===== src/rtl/clk_monitor_if.sv =====
// Signal bundle between a clock monitor and its user: control, monitored clock and measurement results.
interface clk_monitor_if #(
    parameter int unsigned CNT_W = 16
);
    logic             en;
    logic             clr;
    logic             mon_clk;
    logic [CNT_W-1:0] period;
    logic [CNT_W-1:0] high_time;
    logic [CNT_W-1:0] low_time;
    logic             meas_valid;
    logic             too_fast;
    logic             timeout;

    modport master (
        output en, clr, mon_clk,
        input  period, high_time, low_time, meas_valid, too_fast, timeout
    );

    modport slave (
        input  en, clr, mon_clk,
        output period, high_time, low_time, meas_valid, too_fast, timeout
    );
endinterface


===== src/rtl/clk_monitor.sv =====
// clk_monitor: measures period/high/low time of an asynchronous mon_clk in clk cycles, with sticky too_fast/timeout flags.
// Optional: define CLK_MON_GLITCH_FILTER_EN to ignore single-cycle pulses on the synchronized input.
module clk_monitor #(
    parameter int unsigned CNT_W       = 16,
    parameter int unsigned SYNC_STAGES = 2,
    parameter int unsigned MIN_PERIOD  = 4,
    parameter int unsigned MAX_PHASE   = 1000
) (
    input logic          clk,
    input logic          rst_n,
    clk_monitor_if.slave mon
);

    typedef enum logic [1:0] {
        IDLE,
        WAIT_RISE,
        MEAS_HIGH,
        MEAS_LOW
    } state_t;

    localparam logic [CNT_W-1:0] CNT_MAX = '1;
    localparam logic [CNT_W-1:0] CNT_ONE = CNT_W'(1);
    localparam logic [CNT_W-1:0] MAX_PH  = CNT_W'(MAX_PHASE);

    state_t                 state;
    state_t                 state_nxt;
    logic [SYNC_STAGES-1:0] sync_q;
    logic                   lvl;
    logic                   lvl_d;
    logic                   rise;
    logic                   fall;
    logic [CNT_W-1:0]       cnt;
    logic [CNT_W-1:0]       cnt_nxt;
    logic [CNT_W-1:0]       hi_cnt;
    logic [CNT_W-1:0]       hi_cnt_nxt;
    logic [CNT_W:0]         sum;
    logic [CNT_W-1:0]       period_new;
    logic                   latch;
    logic                   phase_to;
    logic [CNT_W-1:0]       period_q;
    logic [CNT_W-1:0]       high_q;
    logic [CNT_W-1:0]       low_q;
    logic                   valid_q;
    logic                   too_fast_q;
    logic                   timeout_q;

    always_ff @(posedge clk) begin
        if (!rst_n) begin
            sync_q <= '0;
        end else begin
            sync_q <= {sync_q[SYNC_STAGES-2:0], mon.mon_clk};
        end
    end

    assign lvl = sync_q[SYNC_STAGES-1];

`ifdef CLK_MON_GLITCH_FILTER_EN
    logic filt_q;
    logic stable;

    // A new level is accepted only once two consecutive samples agree.
    assign stable = (lvl == lvl_d);

    always_ff @(posedge clk) begin
        if (!rst_n) begin
            lvl_d  <= 1'b0;
            filt_q <= 1'b0;
        end else begin
            lvl_d <= lvl;
            if (stable) begin
                filt_q <= lvl;
            end
        end
    end

    assign rise = stable & lvl & ~filt_q;
    assign fall = stable & ~lvl & filt_q;
`else
    always_ff @(posedge clk) begin
        if (!rst_n) begin
            lvl_d <= 1'b0;
        end else begin
            lvl_d <= lvl;
        end
    end

    assign rise = lvl & ~lvl_d;
    assign fall = ~lvl & lvl_d;
`endif

    always_comb begin
        state_nxt  = state;
        cnt_nxt    = cnt;
        hi_cnt_nxt = hi_cnt;
        latch      = 1'b0;
        phase_to   = 1'b0;
        sum        = {1'b0, hi_cnt} + {1'b0, cnt};
        period_new = sum[CNT_W] ? CNT_MAX : sum[CNT_W-1:0];

        if (!mon.en) begin
            state_nxt  = IDLE;
            cnt_nxt    = '0;
            hi_cnt_nxt = '0;
        end else begin
            case (state)
                IDLE: begin
                    state_nxt  = WAIT_RISE;
                    cnt_nxt    = '0;
                    hi_cnt_nxt = '0;
                end
                WAIT_RISE: begin
                    if (rise) begin
                        state_nxt = MEAS_HIGH;
                        cnt_nxt   = CNT_ONE;
                    end
                end
                MEAS_HIGH: begin
                    if (cnt >= MAX_PH) begin
                        phase_to  = 1'b1;
                        state_nxt = WAIT_RISE;
                        cnt_nxt   = '0;
                    end else if (fall) begin
                        hi_cnt_nxt = cnt;
                        cnt_nxt    = CNT_ONE;
                        state_nxt  = MEAS_LOW;
                    end else begin
                        cnt_nxt = (cnt == CNT_MAX) ? cnt : cnt + CNT_ONE;
                    end
                end
                MEAS_LOW: begin
                    if (cnt >= MAX_PH) begin
                        phase_to  = 1'b1;
                        state_nxt = WAIT_RISE;
                        cnt_nxt   = '0;
                    end else if (rise) begin
                        // Rising edge closes this period and opens the next high phase.
                        latch     = 1'b1;
                        cnt_nxt   = CNT_ONE;
                        state_nxt = MEAS_HIGH;
                    end else begin
                        cnt_nxt = (cnt == CNT_MAX) ? cnt : cnt + CNT_ONE;
                    end
                end
                default: begin
                    state_nxt = IDLE;
                    cnt_nxt   = '0;
                end
            endcase
        end
    end

    always_ff @(posedge clk) begin
        if (!rst_n) begin
            state      <= IDLE;
            cnt        <= '0;
            hi_cnt     <= '0;
            period_q   <= '0;
            high_q     <= '0;
            low_q      <= '0;
            valid_q    <= 1'b0;
            too_fast_q <= 1'b0;
            timeout_q  <= 1'b0;
        end else begin
            state   <= state_nxt;
            cnt     <= cnt_nxt;
            hi_cnt  <= hi_cnt_nxt;
            valid_q <= latch;
            if (latch) begin
                period_q <= period_new;
                high_q   <= hi_cnt;
                low_q    <= cnt;
            end
            too_fast_q <= (latch && (32'(period_new) < MIN_PERIOD)) || (too_fast_q && !mon.clr);
            timeout_q  <= phase_to || (timeout_q && !mon.clr);
        end
    end

    assign mon.period     = period_q;
    assign mon.high_time  = high_q;
    assign mon.low_time   = low_q;
    assign mon.meas_valid = valid_q;
    assign mon.too_fast   = too_fast_q;
    assign mon.timeout    = timeout_q;

endmodule


===== src/flat_wrapper.sv =====
// flat-port wrapper written by rule: the top's interface ports become plain ports
module clk_monitor_flat 
#(
    parameter int unsigned CNT_W       = 16,
    parameter int unsigned SYNC_STAGES = 2,
    parameter int unsigned MIN_PERIOD  = 4,
    parameter int unsigned MAX_PHASE   = 1000
)
  (clk, rst_n, mon_en, mon_clr, mon_mon_clk, mon_period, mon_high_time, mon_low_time, mon_meas_valid, mon_too_fast, mon_timeout);
  clk_monitor_if #(.CNT_W(CNT_W)) mon_i ();
  input logic clk;
  input logic rst_n;
  input wire logic [$bits(mon_i.en)-1:0] mon_en;
  input wire logic [$bits(mon_i.clr)-1:0] mon_clr;
  input wire logic [$bits(mon_i.mon_clk)-1:0] mon_mon_clk;
  output wire logic [$bits(mon_i.period)-1:0] mon_period;
  output wire logic [$bits(mon_i.high_time)-1:0] mon_high_time;
  output wire logic [$bits(mon_i.low_time)-1:0] mon_low_time;
  output wire logic [$bits(mon_i.meas_valid)-1:0] mon_meas_valid;
  output wire logic [$bits(mon_i.too_fast)-1:0] mon_too_fast;
  output wire logic [$bits(mon_i.timeout)-1:0] mon_timeout;
  assign mon_i.en = mon_en;
  assign mon_i.clr = mon_clr;
  assign mon_i.mon_clk = mon_mon_clk;
  assign mon_period = mon_i.period;
  assign mon_high_time = mon_i.high_time;
  assign mon_low_time = mon_i.low_time;
  assign mon_meas_valid = mon_i.meas_valid;
  assign mon_too_fast = mon_i.too_fast;
  assign mon_timeout = mon_i.timeout;
  clk_monitor #(.CNT_W(CNT_W), .SYNC_STAGES(SYNC_STAGES), .MIN_PERIOD(MIN_PERIOD), .MAX_PHASE(MAX_PHASE)) u_core (.clk(clk), .rst_n(rst_n), .mon(mon_i));
endmodule

===== config.mk =====
export PLATFORM = sky130hd
export DESIGN_NAME = clk_monitor_flat
export DESIGN_NICKNAME = d
export VERILOG_FILES = /design/src/rtl/clk_monitor_if.sv /design/src/rtl/clk_monitor.sv /design/src/flat_wrapper.sv
export SDC_FILE = /design/constraint.sdc
export NUM_CORES = 1
export LEC_CHECK = 0
export CORE_UTILIZATION = 50
export CTS_CLUSTER_DIAMETER = 150
export CTS_CLUSTER_SIZE = 20
export DETAILED_ROUTE_END_ITERATION = 10
export HOLD_SLACK_MARGIN = 0.1
export PLACE_DENSITY = 0.74
export SYNTH_ARGS = -nofsm -noshare
export SYNTH_HDL_FRONTEND = slang
export SYNTH_SLANG_ARGS = --single-unit

===== constraint.sdc =====
create_clock -name clk -period 7.2 [get_ports clk]
set_input_delay 0.72 -clock clk [delete_from_list [all_inputs] [get_ports clk]]
set_output_delay 0.72 -clock clk [all_outputs]
set_load 0.02 [all_outputs]

# Yosys cells after proc, flatten, opt, wreduce, memory -nomap -nowiden
# Index checks and enable logic that the tools add are counted.
word_totals:
  wordCells: 61
  reg_bits: 88
  out_inout_bits: 51
classes:
  n_bitwise: 4
  muxes: 23
  eq_ne: 8
  add_sub_neg: 2
  n_reduce_logical: 11
  order_cmp: 2
op_table:
  columns: ["op", "count"]
  rows:
  - ["16-bit two-way mux", 9]
  - ["16-bit case mux with 4 select lines", 1]
  - ["16-bit case mux with 2 select lines", 1]
  - ["16-bit by 16-bit adder with 17-bit output", 1]
  - ["16-bit by 1-bit adder with 16-bit output, second input constant", 1]
  - ["16-bit == test, second input constant", 1]
  - ["16-bit by 10-bit greater-or-equal comparator with 1-bit output, second input constant", 1]
  - ["16-bit by 3-bit < comparator with 1-bit output, second input constant", 1]
  - ["2-bit two-way mux", 4]
  - ["2-bit case mux with 4 select lines", 1]
  - ["1-bit two-way mux", 7]
  - ["2-bit == test, second input constant", 2]
  - ["2-bit by 1-bit != test with 1-bit output, second input constant", 2]
  - ["1-bit logical AND", 3]
  - ["3-bit by 1-bit != test with 1-bit output, second input constant", 1]
  - ["3-bit AND reduction", 1]
  - ["1-bit bitwise AND", 2]
  - ["2-bit by 1-bit == test with 1-bit output, second input constant", 1]
  - ["2-bit zero test", 1]
  - ["1-bit logical OR", 2]
  - ["2-bit != test, second input constant", 1]
  - ["1-bit inverter", 2]
  - ["2-bit AND reduction", 1]
  - ["2-bit nonzero test", 1]
  - ["2 further kinds", 2]

# Logic depth before layout (Yosys ltp)
# Gate-level depths: netlist (run 1).
depth:
  depth_word: 8
  ltp_mapped: 9

# Worst setup path before layout (run 1)
# No wires, ideal clock.
synth_timing:
  path_type: "register to register"
  start: "register u_core.cnt[0]"
  end: "register u_core.too_fast_q, in the netlist u_core.mon.too_fast"
  path_buffers: 0
  t_arrival_ns: 2.597
  setup_slack_ns: 4.534
  setup_ns: 0.069
  path_stages_with_launch: 10
  synth_period_minus_slack_ns: 2.666
  path_cell_list: "dfxtp_1 -> ha_1 -> fa_1 -> a211oi_2 -> o211ai_2 -> and4b_1 -> or3_1 -> a2111oi_0 -> nand4_1 -> o21ai_1"
synth_between:
  elab_chain_cells: 6
synth_rtl:
  columns: ["element", "line_no", "rtl"]
  rows:
  - ["start: declaration", "clk_monitor.sv:32", "logic [CNT_W-1:0] cnt;"]
  - ["start signal: assignment", "clk_monitor.sv:165", "cnt <= cnt_nxt;"]
  - ["parallel branches: the longest is 4 deep, another holds 16-bit by 16-bit adder with 17-bit output", null, null]
  - ["1-bit logical AND *", "clk_monitor.sv:173", "too_fast_q <= (latch && (32'(period_new) < MIN_PERIOD)) || (too_fast_q && !mon.clr);"]
  - ["1-bit logical OR *", "clk_monitor.sv:173", null]
  - ["end signal: assignment", "clk_monitor.sv:173", null]
  - ["end: declaration", "clk_monitor.sv:44", "logic too_fast_q;"]
# Every way passes the cells marked *.
# A chain may end at the register's enable or synchronous reset.

# Worst setup path in the final report (run 1)
# Same ends and word-level chain as after synthesis.

==> impl_metrics.py, run 1 <==
metrics = {
    "run_status": {
        "status": "finished, final reports clean",
    },
    "sta": {
        "setup_ws_ns": 4.23,
        "setup_viol": 0,
        "grt_setup_unrepaired": "false",
        "worst_pin_slew_ns": 0.832,
        "hold_viol_final": 0,
        "fmax_mhz": 337,
        "period_share_pct": 41.2,
        "min_period_ns": 2.97,
        "drv_slew": 0,
        "max_slew_margin_pct": 44.6,
        "final.setup.tns_ns": 0,
        "clock_skew_ns": 0.0176,
    },
    "routing": {
        "wl_met3_um": 579,
        "drtIter0Drc": 213,
        "drt-total-wl_um": 9820,
        "wirelength_met1_um": 4660,
        "drcViolationCount": 0,
        "wire_per_inst_um": 15.9,
        "viasPerCell": 5.80,
        "routed.top_layer": "met4",
        "drt.antenna.violating_nets": 0,
        "num_vias": 3580,
        "wl_met2_um": 4360,
        "drtPass1Iterations": 5,
    },
    "hold_path": {
        "min_path_type": "flip-flop to flip-flop",
    },
    "setup_path": {
        "path_max_fanout": 8,
        "path_class": "flip-flop to flip-flop",
        "worst_setup_path_start_kind": "flip-flop",
        "crit_arrival_ns": 3.26,
        "crit_required_ns": 7.49,
        "end_kind": "flip-flop",
    },
    "floorplan": {
        "core-area_um2": 7810,
        "die_area_um2": 8560,
        "placementRows": 32,
        "start_util_pct": 52.5,
        "die_y_um": 92.5,
        "ioPinCount": 56,
        "dieWidth_um": 92.5,
    },
    "clocking": {
        "hold_buffers": 0,
        "clk_pin_slew_ns": 0.09,
        "h-tree-depth": 3,
        "cts_inserted_buffers": 9,
        "clock_sinks": 88,
        "cts_tree": "yes",
        "clk_latency_ns": 0.36,
        "cts_buffer_depth": 2,
        "cts-root-buf": "clkbuf_8",
        "cts_resized": 0,
        "cts_setup_buffers": 0,
    },
    "global_route": {
        "antenna_found_initial": 0,
        "grt_pass1_wl_um": 16300,
        "grt_max_degree": 35,
        "first_global_vias": 3390,
        "grt.total_usage_pct": 24.0,
        "gr-total-overflow": 0,
    },
    "yosys": {
        "yosys.area.top_type": "dfxtp_1",
        "syn_avg_cell_area_um2": 8.79,
        "synthFlopType": "dfxtp_1",
        "netlist_top_cells_area": "dfxtp_1, a21oi_1, nand2_1, ha_1, and3_1",
        "syn-num-nets": 490,
        "synth_top_area_share_pct": 43.0,
        "synth_warnings": 0,
        "synthCells": 466,
        "syn_area_um2": 4100,
        "synth-edff-count": 0,
        "synth_cell_type_count": 72,
        "yosysSeqAreaShare_pct": 43.0,
        "async_flop_share_pct": 0,
        "ys_ff_latch": 88,
    },
    "place": {
        "post-dp-hpwl_um": 7000,
        "gp_congestion": 0.925,
        "port_buffers": 55,
        "dpl_worst_slack_ns": 4.23,
    },
    "pwr": {
        "power_density_nw_per_um2": 183,
        "leakage_nw": 1.84,
        "total_power_uw": 895,
        "ir_drop_mv": 0.120,
    },
    "finish": {
        "layout-drive-gt1-share_pct": 7.18,
        "diodes": 0,
        "finish.net_count": 534,
        "areaGrowthSynthToFinish_pct": 19.2,
        "nFillCells": 714,
    },
    "run": {
        "drv_cap": 0,
    },
}
## registers in the layout (all words and copies together), names as in the netlist
signal,flops
u_core.cnt,16
u_core.mon.high_time,16
u_core.mon.timeout,1
u_core.mon.meas_valid,1
u_core.hi_cnt,16
u_core.sync_q,2
u_core.mon.too_fast,1
u_core.lvl_d,1
u_core.mon.low_time,16
u_core.state,2
u_core.mon.period,16
## cells in the mapped netlist (all sizes together), types with 4 or more instances
library cell / instances
buf: 8
a31oi: 8
dfxtp: 88
xnor2: 6
o221a: 8
nand3: 4
nand4: 8
a21o: 8
o21ai: 22
nor3: 8
a22oi: 10
and2: 10
and3: 22
nand2: 66
clkbuf: 14
a211oi: 6
or3: 4
or2: 7
ha: 18
inv: 6
nor2: 31
a21oi: 50
## worst max-delay path, stage by stage (launching register included)
cell and delay (ns):
dfxtp_1 0.40, ha_1 0.26, fa_1 0.44, a211oi_2 0.33, o211ai_2 0.19, and4b_1 0.23, or3_1 0.36, a2111oi_0 0.40
nand4_1 0.16, o21ai_1 0.13
## cells in the final DEF, fill, tap and decap left out, drive strengths merged, types with 10 or more instances in the layout
master,synthesis,final
o21ai,22,22
dfxtp,88,88
clkbuf,14,10
ha,18,18
and3,22,22
a21oi,50,50
clkdlybuf4s50,0,55
and2,10,10
nor2,31,31
a22oi,10,10
nand2,66,66
## metrics by stage
step / area, um2 / util (%) / std cells / hold WS [ns]
after detailed placement: 4650 / 59.6 / 601 / 0.427
after global routing: 4880 / 62.5 / 617 / 0.473
after CTS: 4880 / 62.5 / 617 / 0.449
after floorplan: 4100 / - / 466 / 0.412
after global placement: 4650 / 59.6 / 601 / 0.423
final: 4880 / 62.5 / 617 / 0.444
## routing by layer
layer	global-route usage, %	vias up
li1	-	1788
met1	33.5	1661
met2	37.0	112
met3	3.12	19
met4	10.3	0
met5	0	-
## logic make-up after synthesis
logic type | count (synthesis) | synth area share, %
buf+inv | 29 | 3.70
flops | 88 | 43.0
compound gates | 139 | 22.3
simple gates | 183 | 23.3
xor+xnor | 8 | 1.71
fa+ha+maj | 19 | 5.99
## path summary, 6_finish.rpt
kind,startpoint,endpoint,slack [ns],depth (start not counted)
worst max-delay path,u_core.cnt[0],u_core.mon.too_fast,4.23,9
worst min-delay path,u_core.sync_q[0],u_core.sync_q[1],0.44,1
worst max register to register,u_core.cnt[0],u_core.mon.too_fast,4.23,9
worst min register to register,u_core.sync_q[0],u_core.sync_q[1],0.44,1
## where the power goes
part / leakage [nW] / switching [mW] / internal (mW) / total (mW)
logic: 1.02 / 0.0146 / 0.00533 / 0.0199
registers: 0.709 / 0.00125 / 0.487 / 0.489
clock network: 0.113 / 0.180 / 0.206 / 0.386
## area by class of cell
type                       count  area, um2  area share, %
timing repair buffer          56        558           11.4
clock inverter                 6       90.1           1.85
multi-input combinational    349       2180           44.7
clock buffer                  10        138           2.82
sequential                    88       1760           36.1
inverter                       6       22.5          0.461
tap                          102        128           2.61
No activity file was read; power rests on OpenSTA's default activity.
==> run 2: changes to the inputs <==
--- a/config.mk
+++ b/config.mk
@@ -5,12 +5,12 @@
 export SDC_FILE = /design/constraint.sdc
 export NUM_CORES = 1
 export LEC_CHECK = 0
-export CORE_UTILIZATION = 50
+export CORE_UTILIZATION = 49
 export CTS_CLUSTER_DIAMETER = 150
 export CTS_CLUSTER_SIZE = 20
 export DETAILED_ROUTE_END_ITERATION = 10
 export HOLD_SLACK_MARGIN = 0.1
-export PLACE_DENSITY = 0.74
+export PLACE_DENSITY = 0.75
 export SYNTH_ARGS = -nofsm -noshare
 export SYNTH_HDL_FRONTEND = slang
 export SYNTH_SLANG_ARGS = --single-unit
==> constraint.sdc (replaced) <==
create_clock -name clk -period 2.6 [get_ports clk]
set_input_delay 0.26 -clock clk [delete_from_list [all_inputs] [get_ports clk]]
set_output_delay 0.26 -clock clk [all_outputs]
set_load 0.02 [all_outputs]
==> impl_metrics.py, run 2 (synthesis results as in run 1) <==
metrics = {
    "clocking": {
        "clock_sinks": 88,
        "hold_buffers": 0,
        "h-tree-depth": 3,
        "cts-root-buf": "clkbuf_8",
        "clk_latency_ns": 0.36,
        "cts_inserted_buffers": 9,
        "cts_tree": "yes",
        "cts_buffer_depth": 2,
        "clk_pin_slew_ns": 0.09,
    },
    "place": {
        "post-dp-hpwl_um": 7360,
        "dp.cells": 624,
        "port_buffers": 55,
        "gp_congestion": 0.924,
        "dpl_worst_slack_ns": -0.0239,
    },
    "floorplan": {
        "dieWidth_um": 93.4,
        "placementRows": 32,
        "ioPinCount": 56,
        "start_util_pct": 51.9,
        "die_y_um": 93.4,
        "core-area_um2": 7890,
        "die_area_um2": 8730,
    },
    "sta": {
        "period_share_pct": 96.5,
        "min_period_ns": 2.51,
        "hold_viol_final": 0,
        "grt_setup_unrepaired": "true",
        "clock_skew_ns": 0.0101,
        "worst_pin_slew_ns": 0.789,
        "max_slew_margin_pct": 47.3,
        "drv_slew": 0,
        "fmax_mhz": 399,
        "setup_viol": 0,
        "setup_ws_ns": 0.0911,
        "final.setup.tns_ns": 0,
    },
    "finish": {
        "final_util_pct": 65.0,
        "layout-drive-gt1-share_pct": 13.3,
        "nFillCells": 672,
        "final_cell_mix": "dfxtp_1, nand2_1, clkdlybuf4s50_1, a21oi_1, nor2_1",
        "layout_commonest_cell": "dfxtp_1",
        "areaGrowthSynthToFinish_pct": 25.1,
        "final_cell_count_no_fill": 642,
        "finish.net_count": 559,
        "diodes": 0,
    },
    "hold_path": {
        "holdPathStages": 2,
        "min_path_type": "flip-flop to flip-flop",
    },
    "global_route": {
        "gr-total-overflow": 0,
        "grt.total_usage_pct": 24.5,
        "first_global_vias": 3629,
        "antenna_found_initial": 0,
        "grt_max_degree": 43,
        "grt_pass1_wl_um": 16800,
    },
    "setup_path": {
        "end_kind": "flip-flop",
        "worst_setup_path_start_kind": "flip-flop",
        "crit_arrival_ns": 2.81,
        "path_class": "flip-flop to flip-flop",
        "path_max_fanout": 3,
        "r2r_cells": 10,
        "crit_required_ns": 2.90,
    },
    "routing": {
        "drtIter0Drc": 189,
        "drtPass1Iterations": 5,
        "drcViolationCount": 0,
        "drt.antenna.violating_nets": 0,
        "drt-total-wl_um": 10200,
        "wire_per_inst_um": 15.9,
        "viasPerCell": 5.81,
        "num_vias": 3732,
    },
    "pwr": {
        "ir_drop_mv": 0.420,
        "total_power_mw": 2.42,
        "pwr-share-seq_pct": 55.8,
        "pwr-share-comb_pct": 2.5,
        "clkPwrFrac_pct": 41.7,
        "internal-power_mw": 1.91,
        "leakage_nw": 1.97,
        "p_sw_uw": 518,
        "p_sw_share_pct": 21.4,
        "power_density_nw_per_um2": 473,
    },
    "run": {
        "drv_cap": 0,
    },
    "run_status": {
        "status": "finished, final reports clean",
    },
}
run 2: final timing paths:
check / from / to / slack [ns]
setup / recovery: u_core.hi_cnt[0] / u_core.mon.too_fast / 0.09
hold / removal: u_core.mon.low_time[0] / u_core.mon.low_time[0] / 0.45
setup reg to reg: u_core.hi_cnt[0] / u_core.mon.too_fast / 0.09
hold reg to reg: u_core.mon.low_time[0] / u_core.mon.low_time[0] / 0.45
run 2: layout make-up:
| class | instances | area, um2 | area share (%) |
|---|---|---|---|
| Clock buffer | 10 | 128 | 2.49 |
| Clock inverter | 6 | 83.8 | 1.64 |
| Inverter | 6 | 22.5 | 0.439 |
| Multi-Input combinational cell | 349 | 2240 | 43.8 |
| Sequential cell | 88 | 1760 | 34.4 |
| Tap cell | 102 | 128 | 2.49 |
| Timing Repair Buffer | 81 | 758 | 14.8 |
run 2: power by group through the flow:
stage / Combinational (mW) / Clock (mW) / Sequential [mW]
global placement: 0.0579 / 0 / 1.38
CTS: 0.0595 / 1.02 / 1.35
floorplan: 0.0370 / 0 / 1.38
detailed placement: 0.0584 / 0 / 1.38
global route: 0.0661 / 1.09 / 1.35
finish: 0.0600 / 1.01 / 1.35
run 2: through the flow:
step | hold slack [ns] | instance area [um2]
after floorplan | 0.387 | 4100
after global placement | 0.439 | 4840
after detailed placement | 0.444 | 4840
after CTS | 0.454 | 5080
after global routing | 0.475 | 5130
final | 0.454 | 5130
run 2: what timing repair did:
| item | in CTS | in global routing |
|---|---|---|
| resized for setup | 5 | 9 |
| setup buffers | 0 | 2 |
| pin swaps | 4 | 4 |
| endpoints found under the setup margin | 1 | 27 |
run 2: per-layer routing:
layer / vias up / routed length [um] / track usage [%]
li1: 1831 / - / -
met1: 1773 / 4830 / 32.1
met2: 114 / 4620 / 39.5
met3: 14 / 570 / 4.47
met4: 0 / 178 / 9.87
met5: - / 0 / 0
run 2: worst max-delay path, cell delays in order, from the launching register on:
cell and delay [ns]:
dfxtp_2 0.34, ha_2 0.20, fa_2 0.37, buf_4 0.15, a21o_1 0.17, a21oi_1 0.18
xnor2_1 0.10, or3_1 0.32, nor4b_1 0.35, nand4_1 0.14, o21ai_1 0.13
